<file path="src/rtl/glenn_updown_stepgen.sv">
// glenn_updown_stepgen: paced step/direction generator that walks a shadow position to a commanded target
module glenn_updown_stepgen #(
    parameter int WIDTH = 8,
    parameter int DIV_W = 16
) (
    input  logic             in_Clk,
    input  logic             in_Reset_n,
    input  logic             in_Start,
    input  logic [WIDTH-1:0] in_Target,
    input  logic [DIV_W-1:0] in_Period,
    input  logic             in_Abort,
    output logic             out_Step,
    output logic             out_UporDown,
    output logic             out_Busy,
    output logic             out_Done,
    output logic [WIDTH-1:0] out_Position
);
    typedef enum logic [1:0] {IDLE, RUN, DONE} state_t;
    state_t state_q, state_d;
    logic [WIDTH-1:0] tgt_q, tgt_d, pos_q, pos_d;
    logic [DIV_W-1:0] per_q, per_d, div_q, div_d;
    logic step_q, step_d, dir_q, dir_d, busy_q, busy_d, done_q, done_d;
    always_comb begin
        state_d = state_q;
        tgt_d = tgt_q;
        per_d = per_q;
        div_d = div_q;
        pos_d = pos_q;
        dir_d = dir_q;
        busy_d = busy_q;
        step_d = 1'b0;
        done_d = state_q == DONE;
        case (state_q)
            IDLE: if (in_Start) begin
                tgt_d = in_Target;
                per_d = in_Period == '0 ? DIV_W'(1) : in_Period;
                div_d = '0;
                state_d = in_Target != pos_q ? RUN : DONE;
                busy_d = in_Target != pos_q;
                dir_d = in_Target != pos_q ? in_Target > pos_q : dir_q;
            end
            RUN: if (in_Abort) begin
                state_d = DONE;
                busy_d = 1'b0;
            end else if (div_q == per_q - DIV_W'(1)) begin
                div_d = '0;
                step_d = 1'b1;
                // clamp at both rails to mirror the downstream saturating counter
                pos_d = dir_q ? (pos_q == {WIDTH{1'b1}} ? pos_q : pos_q + 1'b1)
                              : (pos_q == '0 ? pos_q : pos_q - 1'b1);
                state_d = pos_d == tgt_q ? DONE : RUN;
                busy_d = pos_d != tgt_q;
            end else begin
                div_d = div_q + 1'b1;
            end
            DONE: state_d = IDLE;
            default: state_d = IDLE;
        endcase
    end
    always_ff @(posedge in_Clk) begin
        if (!in_Reset_n) begin
            state_q <= IDLE;
            tgt_q <= '0;
            per_q <= '0;
            div_q <= '0;
            pos_q <= '0;
            dir_q <= 1'b0;
            busy_q <= 1'b0;
            step_q <= 1'b0;
            done_q <= 1'b0;
        end else begin
            state_q <= state_d;
            tgt_q <= tgt_d;
            per_q <= per_d;
            div_q <= div_d;
            pos_q <= pos_d;
            dir_q <= dir_d;
            busy_q <= busy_d;
            step_q <= step_d;
            done_q <= done_d;
        end
    end
    assign out_Step = step_q;
    assign out_UporDown = dir_q;
    assign out_Busy = busy_q;
    assign out_Done = done_q;
    assign out_Position = pos_q;
endmodule

</file>
<file path="config.mk">
export PLATFORM = sky130hd
export DESIGN_NAME = glenn_updown_stepgen
export DESIGN_NICKNAME = d
export VERILOG_FILES = /design/src/rtl/glenn_updown_stepgen.sv
export SDC_FILE = /design/constraint.sdc
export NUM_CORES = 1
export LEC_CHECK = 0
export CORE_UTILIZATION = 30
export CTS_CLUSTER_DIAMETER = 60
export CTS_CLUSTER_SIZE = 8
export DETAILED_ROUTE_END_ITERATION = 12
export HOLD_SLACK_MARGIN = 0.02
export PLACE_DENSITY = 0.48
export SYNTH_ARGS = -nofsm -noshare
export SYNTH_HDL_FRONTEND = slang
export SYNTH_SLANG_ARGS = --single-unit
</file>
<file path="constraint.sdc">
create_clock -name in_Clk -period 8.42 [get_ports in_Clk]
set_input_delay 0.842 -clock in_Clk [delete_from_list [all_inputs] [get_ports in_Clk]]
set_output_delay 0.842 -clock in_Clk [all_outputs]
set_load 0.05 [all_outputs]
</file>
==> metrics.yaml, run 1 <==
syn_inst: 495
cts.root.buffer_cell: "sky130_fd_sc_hd__clkbuf_16"
cts-hold-fix-buffers: 0
timing.final.crit_period_ns: 3.245
rsz_0062_raised_after_global_routing: "false"
gp_weighted_congestion: 0.8295
hold-path-endpoint: "tgt_q[1]"
die-area_um2: 13250
period_share_pct: 38.54
fin_hold_ws_ns: 0.4647
cts_buffers: 5
row_count: 40
critical_path.max_stage_delay_ns: 0.59
n_antenna_cell: 0
fp.coreArea_um2: 12260
drtPass1Iterations: 5
crit_path_end_kind: "register"
route.final.wire_length_um: 10180
r2r_end: "out_Position[2]"
synth_common_cells: "sky130_fd_sc_hd__nand2_1 (74), sky130_fd_sc_hd__dfxtp_1 (54), sky130_fd_sc_hd__a21oi_1 (42)"
holdCritPathClass: "register to register"
timing.fmax_ghz: 0.3081
hold_violations: 0
criticalPathCategory: "register to register"
crit_path_max_fanout: 14
setup_viol: 0
layout_overhead_on_the_synthesized_area_pct: 16.99
ff2ff_setup_slack_ns: 5.17
effective_utilization_at_floorplan_pct: 31.30
port_buffers: 39
syn_nets: 535
antenna_violations_before_repair: 0
chain_of_cells_forming_the_critical_path: "inv_1, ha_1, nor3b_2, nand3_1, o31a_1, nor4_1, nand4_1, or3_1, a21oi_1"
tns_ns: 0
first_global_vias: 3170
relSlewSlack_pct: 32.15
p_leak_nw: 1.547
clock_tree.htree_level_count: 2
cp.buffers_inverters: 1
synthesis_stage_register_bit_count: 54
die-width_um: 115.1
postCtsResizedCells: 0
cp-startpoint: "per_q[0]"
drv_slew: 0
worstHoldPathCells: 2
worstRegToRegCells: 9
fin_worst_skew_ns: 0.005117
edff_count_synth: 0
clk_pin_slew_ns: 0.07
synth_sequential_area_ratio_pct: 28.17
post_synth_num_cell_types: 73
yosysWarningCount: 0
wire_per_inst_um: 15.09
synthTopCellsByArea: "sky130_fd_sc_hd__dfxtp_1 (28%), sky130_fd_sc_hd__nand2_1 (7.2%), sky130_fd_sc_hd__a21oi_1 (5.5%)"
hold_start: "tgt_q[1]"
synthesis.area_um2: 3837
power.ir.vdd_worst_mv: 0.09379
number_of_nets_with_antenna_violations_after_routing: 0
cts_tree: "done"
nets: 546
critical-path-slowest-cell: "sky130_fd_sc_hd__nand4_1"
gr-total-overflow: 0
synth_top_cell_area_share_pct: 28.17
globalRouteTotalUtil_pct: 15.60
top_ports: 40
post-cts-setup-buffers: 0
asyncSetResetFlopFracSynth_pct: 0
synthesis.area_per_instance_um2: 7.752
drtIter0Drc: 193
synth_top_cell_by_area: "sky130_fd_sc_hd__dfxtp_1"
detail_route.vias_per_cell: 5.353
nFillCells: 1299
worst_ep_required_time_ns: 8.64
run_status: "completed"
yosys.cell_count.top_type: "sky130_fd_sc_hd__nand2_1"
dp_hpwl_um: 7532
die_h_um: 115.1
power_density_nw_per_um2: 168.1
cap_violations: 0
vias: 3613
drc_errors: 0
grt_first_pass_wirelength_um: 16340
r2r-start: "per_q[0]"
drive_above_1_share_pct: 6.312
max-clock-path-buffers: 2
dominantRegCellSynth: "sky130_fd_sc_hd__dfxtp_1"
layout.area.seq_um2: 1081
grt_max_degree: 39
cp.arrival_ns: 3.47
cts_num_sinks: 54
cp-start-kind: "register"
footprint_of_the_multi_input_gates_um2: 2522
worst_pin_slew_ns: 1.018
crit_family: "simple AND/OR/NAND/NOR gates"
clock_insertion_delay_worst_skew_ns: 0.29
[where the power goes]
part / internal [mW] / leakage (nW) / switching, mW / total (mW)
clock network: 0.179 / 0.0971 / 0.0938 / 0.272
logic: 0.0812 / 1.01 / 0.104 / 0.186
registers: 0.270 / 0.440 / 0.0260 / 0.296
[sequential cells by signal (all words and copies together) (netlist names)]
signal,cells
div_q,16
per_q,16
out_Position,8
tgt_q,8
state_q,2
out_Busy,1
out_Done,1
out_Step,1
out_UporDown,1
[stage by stage]
step	worst slack (ns)	cells	total power [mW]	area [um^2]	utilization [%]
floorplan	5.753	495	0.4354	3837	-
global placement	5.151	667	0.4861	4290	34.99
detailed placement	5.169	667	0.4875	4290	34.99
CTS	5.182	675	0.7621	4489	36.61
global route	4.834	675	0.7931	4489	36.61
finish	5.175	675	0.7544	4489	36.61
[routing by layer]
layer | global-route usage (%) | vias up | part of all wire, %
met5 | 0 | - | 0
met3 | 1.792 | 4 | 3.7
met1 | 22.81 | 1692 | 52
met4 | 3.377 | 0 | 0.71
li1 | - | 1835 | -
met2 | 24.46 | 82 | 43
[cell type report]
| type | count | share of cell area [%] |
|---|---|---|
| clock buffers | 6 | 3.094 |
| clock inverters | 2 | 1.338 |
| inverters | 15 | 1.254 |
| multi-input cells | 387 | 56.19 |
| flip-flops and latches | 54 | 24.08 |
| well taps | 168 | 4.682 |
| repair buffers | 43 | 9.365 |
[tightest hold or removal path, delay by kind of cell, from the launching register on]
family | cells | cell delay (ns)
simple gates | 1 | 0.05
flops | 1 | 0.32
compound gates | 1 | 0.05
[worst max-delay path by stage]
stage	to	cells after the start
finish	out_Position[2]	9
global route	out_Position[3]	9
CTS	div_q[5]	8
detailed placement	div_q[13]	6
global placement	div_q[5]	8
floorplan	out_Busy	9
[placed cells by master (no fill, tap or decap), drive strengths merged, types with 5 or more instances in the layout]
| cell type | netlist | final |
|---|---|---|
| nand2b | 8 | 8 |
| nor2b | 6 | 6 |
| clkdlybuf4s50 | 0 | 39 |
| nand4 | 14 | 14 |
| a21oi | 42 | 42 |
| inv | 14 | 14 |
| nand2 | 74 | 74 |
| and3 | 11 | 11 |
| a211oi | 6 | 6 |
| dfxtp | 54 | 54 |
| ha | 12 | 12 |
| nor4 | 9 | 9 |
| o21ai | 17 | 17 |
| xnor2 | 17 | 17 |
| clkbuf | 27 | 6 |
| o311ai | 10 | 10 |
| nor3 | 14 | 14 |
| and2 | 6 | 6 |
| nor2 | 18 | 18 |
| xor2 | 11 | 11 |
| o211ai | 6 | 6 |
| or3 | 13 | 13 |
| nand3 | 21 | 21 |
| nand3b | 5 | 5 |
[cell families (layout without fill, tap and decap cells)]
family          Yosys count  after routing  synth area share (%)
compound gates          122            122                 21.58
xor+xnor                 28             28                 6.390
fa+ha+maj                12             12                 3.913
buf+inv                  54             66                 6.097
flops                    54             54                 28.17
mux                       7              7                 2.021
simple gates            218            218                 31.82
Power figures use the tool's default switching activity.
==> run 2: changes to the inputs <==
Settings changed: PLACE_DENSITY 0.48 to 0.49.
Clock period 8.42 ns to 2.6 ns, I/O delays scaled along.
==> run 2 against run 1 <==
  * Clock-buffer cell count did not move
  * Largest cell class unchanged
  * Cell count rose by 8.0%
  * Die area did not move
  * Critical path depth rose by 2
  * Highest routed layer unchanged
  * Global-route usage rose by 1.7 points
  * Fmax rose by 29%
==> metrics.yaml, run 2 (synthesis gave the netlist of run 1 again) <==
globalRouteTotalUtil_pct: 17.29
wire_per_inst_um: 15.29
top_ports: 40
clock_tree.htree_level_count: 2
hold_violations: 0
total_power_mw: 2.528
cts_tree: "done"
drtPass1Iterations: 6
cp.buffers_inverters: 3
power.ir.vdd_worst_mv: 0.2441
effective_utilization_at_floorplan_pct: 31.30
antenna_violations_before_repair: 0
cts_buffers: 5
fp.coreArea_um2: 12260
timing.fmax_ghz: 0.3971
die-width_um: 115.1
layout.cells.most_common_list: "sky130_fd_sc_hd__nand2_1 (74), sky130_fd_sc_hd__buf_4 (49), sky130_fd_sc_hd__dfxtp_1 (44)"
die_h_um: 115.1
cts.root.buffer_cell: "sky130_fd_sc_hd__clkbuf_16"
cts-hold-fix-buffers: 0
footprint_of_the_multi_input_gates_um2: 2713
max-clock-path-buffers: 2
power_density_nw_per_um2: 494.9
layout.area.seq_um2: 1101
worst_pin_slew_ns: 0.8415
tns_ns: 0
gp_weighted_congestion: 0.8486
vias: 3789
crit_family: "simple AND/OR/NAND/NOR gates"
setup_slack_ns: 0.08177
criticalPathCategory: "register to register"
clock_insertion_delay_worst_skew_ns: 0.30
port_buffers: 39
placedCellCount: 711
route.final.wire_length_um: 11150
clk_pin_slew_ns: 0.08
cts_num_sinks: 54
critical-path-slowest-cell: "sky130_fd_sc_hd__dfxtp_4"
layout_overhead_on_the_synthesized_area_pct: 33.13
chain_of_cells_forming_the_critical_path: "inv_2, ha_4, nor3b_4, buf_6, nand3_2, o31a_1, nor4_1, nand4_1, buf_12, or3_4, a21oi_2"
crit_path_end_kind: "register"
cp-start-kind: "register"
n_antenna_cell: 0
setup_viol: 0
holdCritPathClass: "register to register"
period_share_pct: 96.86
p_leak_nw: 1.867
dp_hpwl_um: 8176
cp.arrival_ns: 2.75
drive_above_1_share_pct: 22.10
nets: 600
grt_first_pass_wirelength_um: 18200
drv_slew: 0
ff2ff_setup_slack_ns: 0.08
timing.final.crit_period_ns: 2.518
crit_path_max_fanout: 7
grt_max_degree: 39
cap_violations: 0
drtIter0Drc: 265
placement.setup.worst_slack_ns: -0.04119
run_status: "completed"
die-area_um2: 13250
rsz_0062_raised_after_global_routing: "true"
layoutNonFillerInstCount: 729
fin_worst_skew_ns: 0.009909
relSlewSlack_pct: 43.77
gr-total-overflow: 0
reg_top3: "div_q: 16 flops, per_q: 16 flops"
mostFrequentLayoutCell: "sky130_fd_sc_hd__nand2_1"
detail_route.vias_per_cell: 5.198
first_global_vias: 3536
row_count: 40
number_of_nets_with_antenna_violations_after_routing: 0
worst_ep_required_time_ns: 2.83
nFillCells: 1233
drc_errors: 0
critical_path.max_stage_delay_ns: 0.36
## run 2: final timing paths
check	from	cells past startpoint	to
setup / recovery	per_q[1]	11	out_Position[2]
hold / removal	tgt_q[1]	2	tgt_q[1]
hold reg to reg	tgt_q[1]	2	tgt_q[1]
setup reg to reg	per_q[1]	11	out_Position[2]
## run 2: cell type report
| class | instances | share of cell area, % |
|---|---|---|
| Tap cell | 168 | 4.115 |
| Inverter | 15 | 1.102 |
| Timing Repair Buffer | 97 | 16.87 |
| Clock inverter | 2 | 0.7348 |
| Clock buffer | 6 | 2.523 |
| Sequential cell | 54 | 21.55 |
| Multi-Input combinational cell | 387 | 53.10 |
## run 2: routing by layer
layer,share of wire (%),routed length (um),global-route usage (%),up-vias
li1,-,-,-,1940
met4,1.3,145,4.242,0
met1,52,5760,25.19,1773
met2,44,4851,26.71,65
met5,0,0,0,-
met3,3.5,392,2.372,11
## run 2: worst min-delay path, cell delays in order (launching register included)
cell	delay (ns)
sky130_fd_sc_hd__dfxtp_1	0.31
sky130_fd_sc_hd__nand2_1	0.05
sky130_fd_sc_hd__a21oi_1	0.05
## run 2: where the power goes
group	total [mW]	switching [mW]	internal, mW
combinational	0.820	0.438	0.382
clock	0.783	0.327	0.456
sequential	0.925	0.0497	0.875
## run 2: timing repair
action | 4_1_cts | 5_1_grt
setup endpoints to repair | 9 | 26
buffers inserted | 5 | 5
gates resized for setup | 3 | 51
pin swaps | 2 | 19
cloned | 1 | 0
## run 2: metrics by stage
step	instance area (um^2)	util [%]	hold slack [ns]
floorplan	3852	-	0.3960
global placement	4648	37.91	0.4474
detailed placement	4648	37.91	0.4530
CTS	4868	39.70	0.4641
global route	5109	41.66	0.4841
finish	5109	41.66	0.4627
==> run 3: changes to the inputs <==
Settings changed: GPL_TIMING_DRIVEN from default to 0.
==> run 3 against run 2 <==
  * Sequential power is 1% higher
  * Critical path depth is 3 lower
  * Non-clock buffer count down 9
  * Cell area shrank 4.4%
  * Fmax decreased by 2.5%
  * Utilization down 1.8 points
  * Sequential share of layout area rose by 0.87 points
  * Die area stayed put
  * Combinational power down 3.9%
  * Clock-buffer cell count fell by 1
  * Critical endpoint is now state_q[1]
  * Highest routed layer unchanged
==> metrics.yaml, run 3 (synthesis gave the netlist of run 1 again) <==
run_status: "completed"
rsz_0062_raised_after_global_routing: "true"
clk_pin_slew_ns: 0.07
number_of_nets_with_antenna_violations_after_routing: 0
globalRouteTotalUtil_pct: 18.47
worst_pin_slew_ns: 0.6576
cts_num_sinks: 54
cp-start-kind: "register"
cts_tree: "done"
timing.fmax_ghz: 0.3870
power.ir.vdd_worst_mv: 0.2250
n_antenna_cell: 0
hold_violations: 0
grt_max_degree: 16
layout_overhead_on_the_synthesized_area_pct: 27.23
footprint_of_the_multi_input_gates_um2: 2698
drtPass1Iterations: 5
drtIter0Drc: 289
grt_first_pass_wirelength_um: 19010
row_count: 40
drv_slew: 0
crit_path_max_fanout: 10
cp.arrival_ns: 2.81
nets: 591
cts_buffers: 5
gp_weighted_congestion: 0.8654
antenna_violations_before_repair: 0
effective_utilization_at_floorplan_pct: 31.30
worst_ep_required_time_ns: 2.82
clock_insertion_delay_worst_skew_ns: 0.30
crit_path_end_kind: "register"
layout.area.seq_um2: 1095
holdCritPathClass: "register to register"
timing.final.crit_period_ns: 2.584
fin_hold_ws_ns: 0.4607
power_density_nw_per_um2: 489.5
dp_hpwl_um: 8507
die-width_um: 115.1
drc_errors: 0
detail_route.vias_per_cell: 5.405
route.final.wire_length_um: 11540
relSlewSlack_pct: 55.82
wire_per_inst_um: 16.05
total_power_mw: 2.390
p_leak_nw: 1.709
gr-total-overflow: 0
fp.coreArea_um2: 12260
nFillCells: 1303
die-area_um2: 13250
drive_above_1_share_pct: 15.25
criticalPathCategory: "register to register"
cts-hold-fix-buffers: 0
layout.cells.most_common_list: "sky130_fd_sc_hd__nand2_1 (74), sky130_fd_sc_hd__dfxtp_1 (47), sky130_fd_sc_hd__a21oi_1 (41)"
cap_violations: 0
first_global_vias: 3681
fin_worst_skew_ns: 0.006915
top_ports: 40
mostFrequentLayoutCell: "sky130_fd_sc_hd__nand2_1"
max-clock-path-buffers: 2
die_h_um: 115.1
port_buffers: 38
clock_tree.htree_level_count: 2
period_share_pct: 99.38
vias: 3886
cts.root.buffer_cell: "sky130_fd_sc_hd__clkbuf_16"
finalCoreUtilization_pct: 39.82
setup_viol: 0
reg_top3: "div_q: 16 flops, per_q: 16 flops"
==> run 3: cell types whose count changed in the layout (fill, tap and decap cells not counted), moves of 3 or more <==
cell / previous run / this run
sky130_fd_sc_hd__buf_4: 49 / 14
sky130_fd_sc_hd__o311ai_2: 5 / 2
sky130_fd_sc_hd__o21ai_1: 4 / 1
sky130_fd_sc_hd__dfxtp_1: 44 / 47
sky130_fd_sc_hd__clkbuf_1: 1 / 21
sky130_fd_sc_hd__o21ai_0: 13 / 16
==> run 3: cell type report <==
class / instances / share of cell area, %
Inverter: 15 / 1.256
Sequential cell: 54 / 22.42
Tap cell: 168 / 4.305
Timing Repair Buffer: 53 / 10.25
Clock inverter: 2 / 0.2050
Buffer: 35 / 3.742
Multi-Input combinational cell: 387 / 55.25
Clock buffer: 5 / 2.563
==> run 3: what timing repair did <==
item,4_1_cts,5_1_grt
gates resized for setup,29,24
endpoints found under the setup margin,28,27
hold endpoints to repair,0,0
buffers inserted,12,3
pin swaps,14,15
==> run 3: worst paths after layout <==
kind / start / endpoint / slack [ns] / cells past startpoint
worst max-delay path: out_Position[2] / state_q[1] / 0.02 / 8
worst min-delay path: tgt_q[1] / tgt_q[1] / 0.46 / 2
worst max register to register: out_Position[2] / state_q[1] / 0.02 / 8
worst min register to register: tgt_q[1] / tgt_q[1] / 0.46 / 2
==> run 3: routing by layer <==
metal	vias up	share of wire, %	GRT usage [%]
met5	-	0	0
met4	0	2.1	7.359
met3	16	4.2	2.425
met2	115	43	28.88
met1	1828	50	25.64
li1	1927	-	-
==> run 3: critical path: stages (launching register included) <==
cell and delay (ns):
sky130_fd_sc_hd__dfxtp_2 0.33, sky130_fd_sc_hd__buf_6 0.14, sky130_fd_sc_hd__or3_4 0.41, sky130_fd_sc_hd__nand4b_4 0.20, sky130_fd_sc_hd__mux2_4 0.33, sky130_fd_sc_hd__a211o_1 0.29, sky130_fd_sc_hd__a2111oi_4 0.36, sky130_fd_sc_hd__a31o_1 0.26
sky130_fd_sc_hd__nor3b_2 0.19
==> run 3: report_power, final <==
part | internal, mW | total (mW) | switching, mW
Combinational | 0.352 | 0.788 | 0.436
Sequential | 0.876 | 0.937 | 0.0600
Clock | 0.349 | 0.665 | 0.316
==> run 3: metrics by stage <==
| stage | worst slack (ns) | std cells | TNS, ns | cell area, um^2 |
|---|---|---|---|---|
| floorplan | 0.002936 | 495 | 0 | 3852 |
| global placement | -0.4343 | 701 | -9.611 | 4443 |
| detailed placement | -0.4698 | 701 | -10.01 | 4443 |
| CTS | -0.009493 | 718 | -0.01861 | 4781 |
| global route | -0.07018 | 719 | -0.9936 | 4882 |
| finish | 0.01601 | 719 | 0 | 4882 |
